==> config.mk <==
export PLATFORM = sky130hd
export DESIGN_NAME = alu_issue_unit
export DESIGN_NICKNAME = d
export VERILOG_FILES = /design/src/rtl/alu_issue_unit.sv
export SDC_FILE = /design/constraint.sdc
export NUM_CORES = 1
export LEC_CHECK = 0
export ABC_AREA = 0
export CAP_MARGIN = 20
export CORE_ASPECT_RATIO = 1.2
export CORE_UTILIZATION = 45
export CTS_BUF_LIST = sky130_fd_sc_hd__clkbuf_4 sky130_fd_sc_hd__clkbuf_8
export DETAILED_ROUTE_END_ITERATION = 8
export PLACE_DENSITY_LB_ADDON = 0.15
export SLEW_MARGIN = 20
export SYNTH_ARGS = -nofsm -noshare
export SYNTH_HDL_FRONTEND = slang
export SYNTH_SLANG_ARGS = --single-unit
==> constraint.sdc <==
create_clock -name clk -period 3.66 [get_ports clk]
set_input_delay 0.549 -clock clk [delete_from_list [all_inputs] [get_ports clk]]
set_output_delay 0.549 -clock clk [all_outputs]
set_load 0.1 [all_outputs]
==> src/rtl/alu_issue_unit.sv <==
// rtl/alu_issue_unit.sv - multi-cycle RISC-V ALU request front end driving a 3-bit-mode ALU
module alu_issue_unit #(
    parameter int DATA_WIDTH  = 32,
    parameter int SHAMT_WIDTH = $clog2(DATA_WIDTH)
) (
    input  logic                  clk,
    input  logic                  rst_n,
    input  logic                  req_valid,
    output logic                  req_ready,
    input  logic [2:0]            req_funct3,
    input  logic                  req_alt,
    input  logic                  req_use_imm,
    input  logic                  req_lui,
    input  logic [DATA_WIDTH-1:0] req_rs1,
    input  logic [DATA_WIDTH-1:0] req_rs2,
    input  logic [DATA_WIDTH-1:0] req_imm,
    output logic [2:0]            alu_mode,
    output logic [DATA_WIDTH-1:0] alu_op1,
    output logic [DATA_WIDTH-1:0] alu_op2,
    input  logic [DATA_WIDTH-1:0] alu_out,
    output logic                  resp_valid,
    input  logic                  resp_ready,
    output logic [DATA_WIDTH-1:0] resp_data,
    output logic                  resp_err,
    output logic                  busy
);

    localparam logic [1:0] ST_IDLE = 2'd0;
    localparam logic [1:0] ST_EXEC = 2'd1;
    localparam logic [1:0] ST_RESP = 2'd2;

    localparam logic [2:0] M_ADD  = 3'd0;
    localparam logic [2:0] M_SUB  = 3'd1;
    localparam logic [2:0] M_AND  = 3'd2;
    localparam logic [2:0] M_OR   = 3'd3;
    localparam logic [2:0] M_XOR  = 3'd4;
    localparam logic [2:0] M_SLL  = 3'd5;
    localparam logic [2:0] M_SRL  = 3'd6;
    localparam logic [2:0] M_PASS = 3'd7;

    localparam logic [DATA_WIDTH-1:0] SHAMT_MASK =
        DATA_WIDTH'((64'd1 << SHAMT_WIDTH) - 64'd1);

    logic [1:0]            state_q, state_d;
    logic [2:0]            alu_mode_q, alu_mode_d;
    logic [DATA_WIDTH-1:0] alu_op1_q, alu_op1_d;
    logic [DATA_WIDTH-1:0] alu_op2_q, alu_op2_d;
    logic                  err_q, err_d;
    logic [DATA_WIDTH-1:0] resp_data_q, resp_data_d;
    logic                  resp_err_q, resp_err_d;

    logic [2:0]            dec_mode;
    logic                  dec_err;
    logic                  dec_shift;
    logic [DATA_WIDTH-1:0] op2_sel;

    // Decode straight from the request so the ALU drive is registered and stable for all of EXEC.
    always_comb begin
        dec_mode  = M_ADD;
        dec_err   = 1'b0;
        dec_shift = 1'b0;
        if (req_lui) begin
            dec_mode = M_PASS;
        end else begin
            case (req_funct3)
                3'b000: dec_mode = (req_alt && !req_use_imm) ? M_SUB : M_ADD;
                3'b111: dec_mode = M_AND;
                3'b110: dec_mode = M_OR;
                3'b100: dec_mode = M_XOR;
                3'b001: begin
                    dec_mode  = M_SLL;
                    dec_shift = 1'b1;
                end
                3'b101: begin
                    if (req_alt) begin
                        dec_err = 1'b1;
                    end else begin
                        dec_mode  = M_SRL;
                        dec_shift = 1'b1;
                    end
                end
                default: dec_err = 1'b1;
            endcase
        end
    end

    assign op2_sel = req_use_imm ? req_imm : req_rs2;

    always_comb begin
        state_d     = state_q;
        alu_mode_d  = alu_mode_q;
        alu_op1_d   = alu_op1_q;
        alu_op2_d   = alu_op2_q;
        err_d       = err_q;
        resp_data_d = resp_data_q;
        resp_err_d  = resp_err_q;
        case (state_q)
            ST_IDLE: begin
                if (req_valid) begin
                    state_d    = ST_EXEC;
                    alu_mode_d = dec_mode;
                    alu_op1_d  = req_lui ? req_imm : req_rs1;
                    alu_op2_d  = dec_shift ? (op2_sel & SHAMT_MASK) : op2_sel;
                    err_d      = dec_err;
                end
            end
            ST_EXEC: begin
                resp_data_d = err_q ? '0 : alu_out;
                resp_err_d  = err_q;
                state_d     = ST_RESP;
            end
            ST_RESP: begin
                if (resp_ready) begin
                    state_d = ST_IDLE;
                end
            end
            default: state_d = ST_IDLE;
        endcase
    end

    always_ff @(posedge clk or negedge rst_n) begin
        if (!rst_n) begin
            state_q     <= ST_IDLE;
            alu_mode_q  <= '0;
            alu_op1_q   <= '0;
            alu_op2_q   <= '0;
            err_q       <= 1'b0;
            resp_data_q <= '0;
            resp_err_q  <= 1'b0;
        end else begin
            state_q     <= state_d;
            alu_mode_q  <= alu_mode_d;
            alu_op1_q   <= alu_op1_d;
            alu_op2_q   <= alu_op2_d;
            err_q       <= err_d;
            resp_data_q <= resp_data_d;
            resp_err_q  <= resp_err_d;
        end
    end

    assign req_ready  = (state_q == ST_IDLE);
    assign resp_valid = (state_q == ST_RESP);
    assign busy       = (state_q != ST_IDLE);
    assign alu_mode   = alu_mode_q;
    assign alu_op1    = alu_op1_q;
    assign alu_op2    = alu_op2_q;
    assign resp_data  = resp_data_q;
    assign resp_err   = resp_err_q;

endmodule

Word level (Yosys, flattened, before mapping)
Index checks and enable logic that the tools add are counted.
{ "word_totals": {"output_inout_bits": 103, "input_bits": 138, "reg_bits": 103} }
{ "op_classes": {"reduce_logical": 8, "n_eq_ne": 9, "mux": 17} }
{ "op_table": {"columns": ["cell", "count"], "rows": [
  ["32-bit two-way mux", 4],
  ["3-bit one-hot mux with 6 select lines", 1],
  ["3-bit == test, second input constant", 4],
  ["3-bit two-way mux", 2],
  ["2-bit one-hot mux with 3 select lines", 1],
  ["1-bit two-way mux", 5],
  ["5-bit OR reduction", 1],
  ["2-bit two-way mux", 2],
  ["1-bit one-hot mux with 2 select lines", 2],
  ["2-bit AND reduction", 2],
  ["3-bit by 1-bit == test with 1-bit output, second input constant", 1],
  ["3-bit logical NOT", 1],
  ["2-bit by 1-bit == test with 1-bit output, second input constant", 1],
  ["2-bit == test, second input constant", 1],
  ["2-bit logical NOT", 1],
  ["2-bit by 1-bit != test with 1-bit output, second input constant", 1],
  ["2-bit != test, second input constant", 1],
  ["2-bit nonzero test", 1],
  ["1-bit logical AND", 1],
  ["1-bit logical NOT", 1]
]} }

Depth between registers and ports, before layout
{ "logic_depth": {"ltp_word": 5, "depth_mapped": 6} }

Least setup slack after synthesis
Ideal clock, no wire load.
{ "synth_timing": {"path_type": "flip-flop to output port", "startpoint": "register state_q[1]", "endpoint": "output busy", "setup_slack_ns": 0.511, "arrival_time_ns": 2.600, "path_stages_with_launch": 3, "n_path_buf": 0, "cell_sequence": "dfrtp_1 nor2_1 inv_1"} }
{ "synth_via": {"elab_chain_len": 1} }
{ "synth_lines": {"columns": ["item", "line_no", "rtl"], "rows": [
  ["start, declared", "44", "logic [1:0] state_q, state_d;"],
  ["start signal, assigned", "131", "state_q <= state_d;"],
  ["2-bit nonzero test", "143", "assign busy = (state_q != ST_IDLE);"],
  ["end, declared", "25", "output logic busy"]
]} }
No other way between the ends.

Worst setup path after layout
{ "layout_timing": {"startpoint": "register state_q[0]", "endpoint": "output resp_valid"} }
{ "layout_via": {"elab_chain_len": 1} }
{ "layout_lines": {"columns": ["item", "line_no", "rtl"], "rows": [
  ["2-bit == test", "142", "assign resp_valid = (state_q == ST_RESP);"],
  ["end, declared", "21", "output logic resp_valid,"]
]} }
No other way between the ends.

==> impl_metrics.env <==
export IMPL_status="finished clean"
export IMPL_period_share_pct=72.36
export IMPL_port_buffers=240
export IMPL_grt_pass1_vias=4047
export IMPL_fillers=757
export IMPL_worstMarginPinSlew_ns=1.037
export IMPL_layout_drive_gt1_share_pct=7.028
export IMPL_syn_num_nets=594
export IMPL_r2r_slack_ns=1.77
export IMPL_diodes=0
export IMPL_ant_nets=0
export IMPL_clock_path_buffers=2
export IMPL_grtUsageMet3_pct=7.143
export IMPL_grtUsageMet2_pct=43.14
export IMPL_setup_viol=0
export IMPL_worst_hold_path_type="primary input to async pin"
export IMPL_path_class="register to output pin"
export IMPL_ios=241
export IMPL_die_w_microns=95.97
export IMPL_num_vias=4067
export IMPL_async_flop_share_pct=100.0
export IMPL_ys_top_cells_by_area="dfrtp_1 54%, mux2i_1 13%, nand2_1 7.6%"
export IMPL_rows=40
export IMPL_grt_use_met1_pct=26.43
export IMPL_avgSynthCellArea_sq_um=10.46
export IMPL_whs_ns=0.3101
export IMPL_synth_edf_count=0
export IMPL_max_freq_mhz=377.6
export IMPL_routed_wl_microns=12920
export IMPL_setup_tns_ns=0
export IMPL_cts_sinks=103
export IMPL_rsz0062_at_grt="no"
export IMPL_wl_per_cell_microns=15.97
export IMPL_r2r_end="alu_op2[10]"
export IMPL_cts_tree="yes"
export IMPL_critical_path_max_fanout=4
export IMPL_start_util_pct=46.93
export IMPL_worstSetupEndpointType="output pin"
export IMPL_final_hold_viol_count=0
export IMPL_synthFlopType="dfrtp_1"
export IMPL_syn_area_sq_um=4768
export IMPL_placed_cell_area_sq_um=7197
export IMPL_fin_area_sq_um=7398
export IMPL_reg2reg_from="state_q[1]"
export IMPL_endpoint="resp_valid"
export IMPL_gp_congestion=0.7833
export IMPL_grt_pass1_wl_microns=19780
export IMPL_cts_root_buf="clkbuf_8"
export IMPL_clock_skew_ns=0.01472
export IMPL_finalCriticalPeriod_ns=2.648
export IMPL_drc=0
export IMPL_cts_buffers=9
export IMPL_grt_antenna_before_repair=0
export IMPL_syn_to_final_growth_pct=55.16
export IMPL_yosysSeqAreaShare_pct=54.05
export IMPL_cts_resized=0
export IMPL_clk_latency_ns=0.37
export IMPL_synth_cells_most_frequent="103 x dfrtp_1, 97 x nand2_1, 69 x o21ai_0"
export IMPL_hpwl_microns=9796
export IMPL_cp_start_kind="register"
export IMPL_coreArea_sq_um=10160
export IMPL_vias_per_cell=5.027
export IMPL_max_slew_margin_pct=30.66
export IMPL_drt_iter0_drc=130
export IMPL_yosysWarnings=0
export IMPL_critPathRequiredTime_ns=3.11
export IMPL_crit_start="state_q[0]"
export IMPL_slew_viol_final=0
export IMPL_synth_top_area_share_pct=54.05
export IMPL_die_area_sq_um=11010
export IMPL_synth_most_common_cell="dfrtp_1"
export IMPL_netlist_instances=456
export IMPL_die_h_microns=114.8
export IMPL_synth_seq_cells=103
export IMPL_ff2ff_path_depth=3
export IMPL_grt_use_total_pct=23.87
export IMPL_grt_busiest_layer="met2"
export IMPL_holdBufCountCts=0
export IMPL_grt_overflow_total=0
export IMPL_cts_setup_buffers=0
export IMPL_drv_cap=0
export IMPL_arrival_ns=2.10
export IMPL_yosysTopAreaCell="dfrtp_1"
export IMPL_ys_types=26
export IMPL_final_nets=816
export IMPL_htreeDepth=3
export IMPL_grt_max_degree=80
export IMPL_drtPass1Iterations=4
export IMPL_path_clk_slew_ns=0.11
worst min-delay path by stage:
| stage | start | end | slack [ns] | depth (start not counted) |
|---|---|---|---|---|
| floorplan | rst_n | alu_mode[0] | 0.25 | 0 |
| CTS | rst_n | resp_data[26] | 0.35 | 1 |
| finish | rst_n | resp_data[26] | 0.31 | 1 |
| global placement | alu_op1[8] | alu_op1[8] | 0.46 | 2 |
| detailed placement | alu_op2[2] | alu_op2[2] | 0.47 | 2 |
| global route | rst_n | resp_data[26] | 0.37 | 1 |
stage by stage:
step	std cells	worst slack [ns]	util, %
detailed placement	793	1.190	70.84
CTS	809	0.9881	72.82
finish	809	1.012	72.82
global route	809	0.8852	72.82
floorplan	456	0.5110	-
global placement	793	1.238	70.84
kinds of logic after synthesis:
| group | after synthesis | synth area share [%] |
|---|---|---|
| AO/OA/AOI/OAI | 105 | 14.62 |
| flip-flops | 103 | 54.05 |
| AND/OR/NAND/NOR | 144 | 13.67 |
| multiplexers | 65 | 13.67 |
| buffers and inverters | 39 | 3.988 |
state kept, by name (all words and copies together), names as in the netlist:
register and count:
resp_data 32, alu_op1 32, err_q 1, alu_mode 3, resp_err 1, state_q 2, alu_op2 32
worst max-delay path, cell delays in order (launching register included):
cell	delay [ns]
dfrtp_1	0.42
nand2b_1	0.16
inv_1	0.05
clkdlybuf4s50_1	1.12
routing by layer:
layer  share of wire, %  wire [microns]
met5                  0               0
met4                2.6             330
met3                7.9            1021
met2                 52            6678
met1                 38            4890
layout make-up:
type / count / area (sq um) / area share, %
Sequential cell: 103 / 2577 / 34.84
Timing Repair Buffer: 246 / 2435 / 32.91
Multi-Input combinational cell: 314 / 2012 / 27.19
Tap cell: 126 / 157.7 / 2.131
Clock buffer: 9 / 123.9 / 1.674
Clock inverter: 7 / 77.57 / 1.049
Inverter: 4 / 15.01 / 0.2029
layout by cell type (no fill, tap or decap), types with 3 or more instances in the layout:
| cell type | netlist | routed |
|---|---|---|
| o31ai_2 | 19 | 19 |
| nand2b_1 | 35 | 34 |
| o21ai_1 | 3 | 3 |
| o21ai_0 | 69 | 69 |
| o31ai_1 | 8 | 8 |
| mux2i_1 | 64 | 64 |
| inv_6 | 0 | 3 |
| inv_1 | 4 | 4 |
| buf_4 | 1 | 7 |
| clkbuf_8 | 0 | 9 |
| nand2_1 | 97 | 97 |
| clkdlybuf4s50_1 | 0 | 237 |
| dfrtp_1 | 103 | 103 |
| nor2_1 | 6 | 6 |
Power is not shown: default switching activity piles up to over one toggle a cycle in this logic, so the estimate is an artifact.
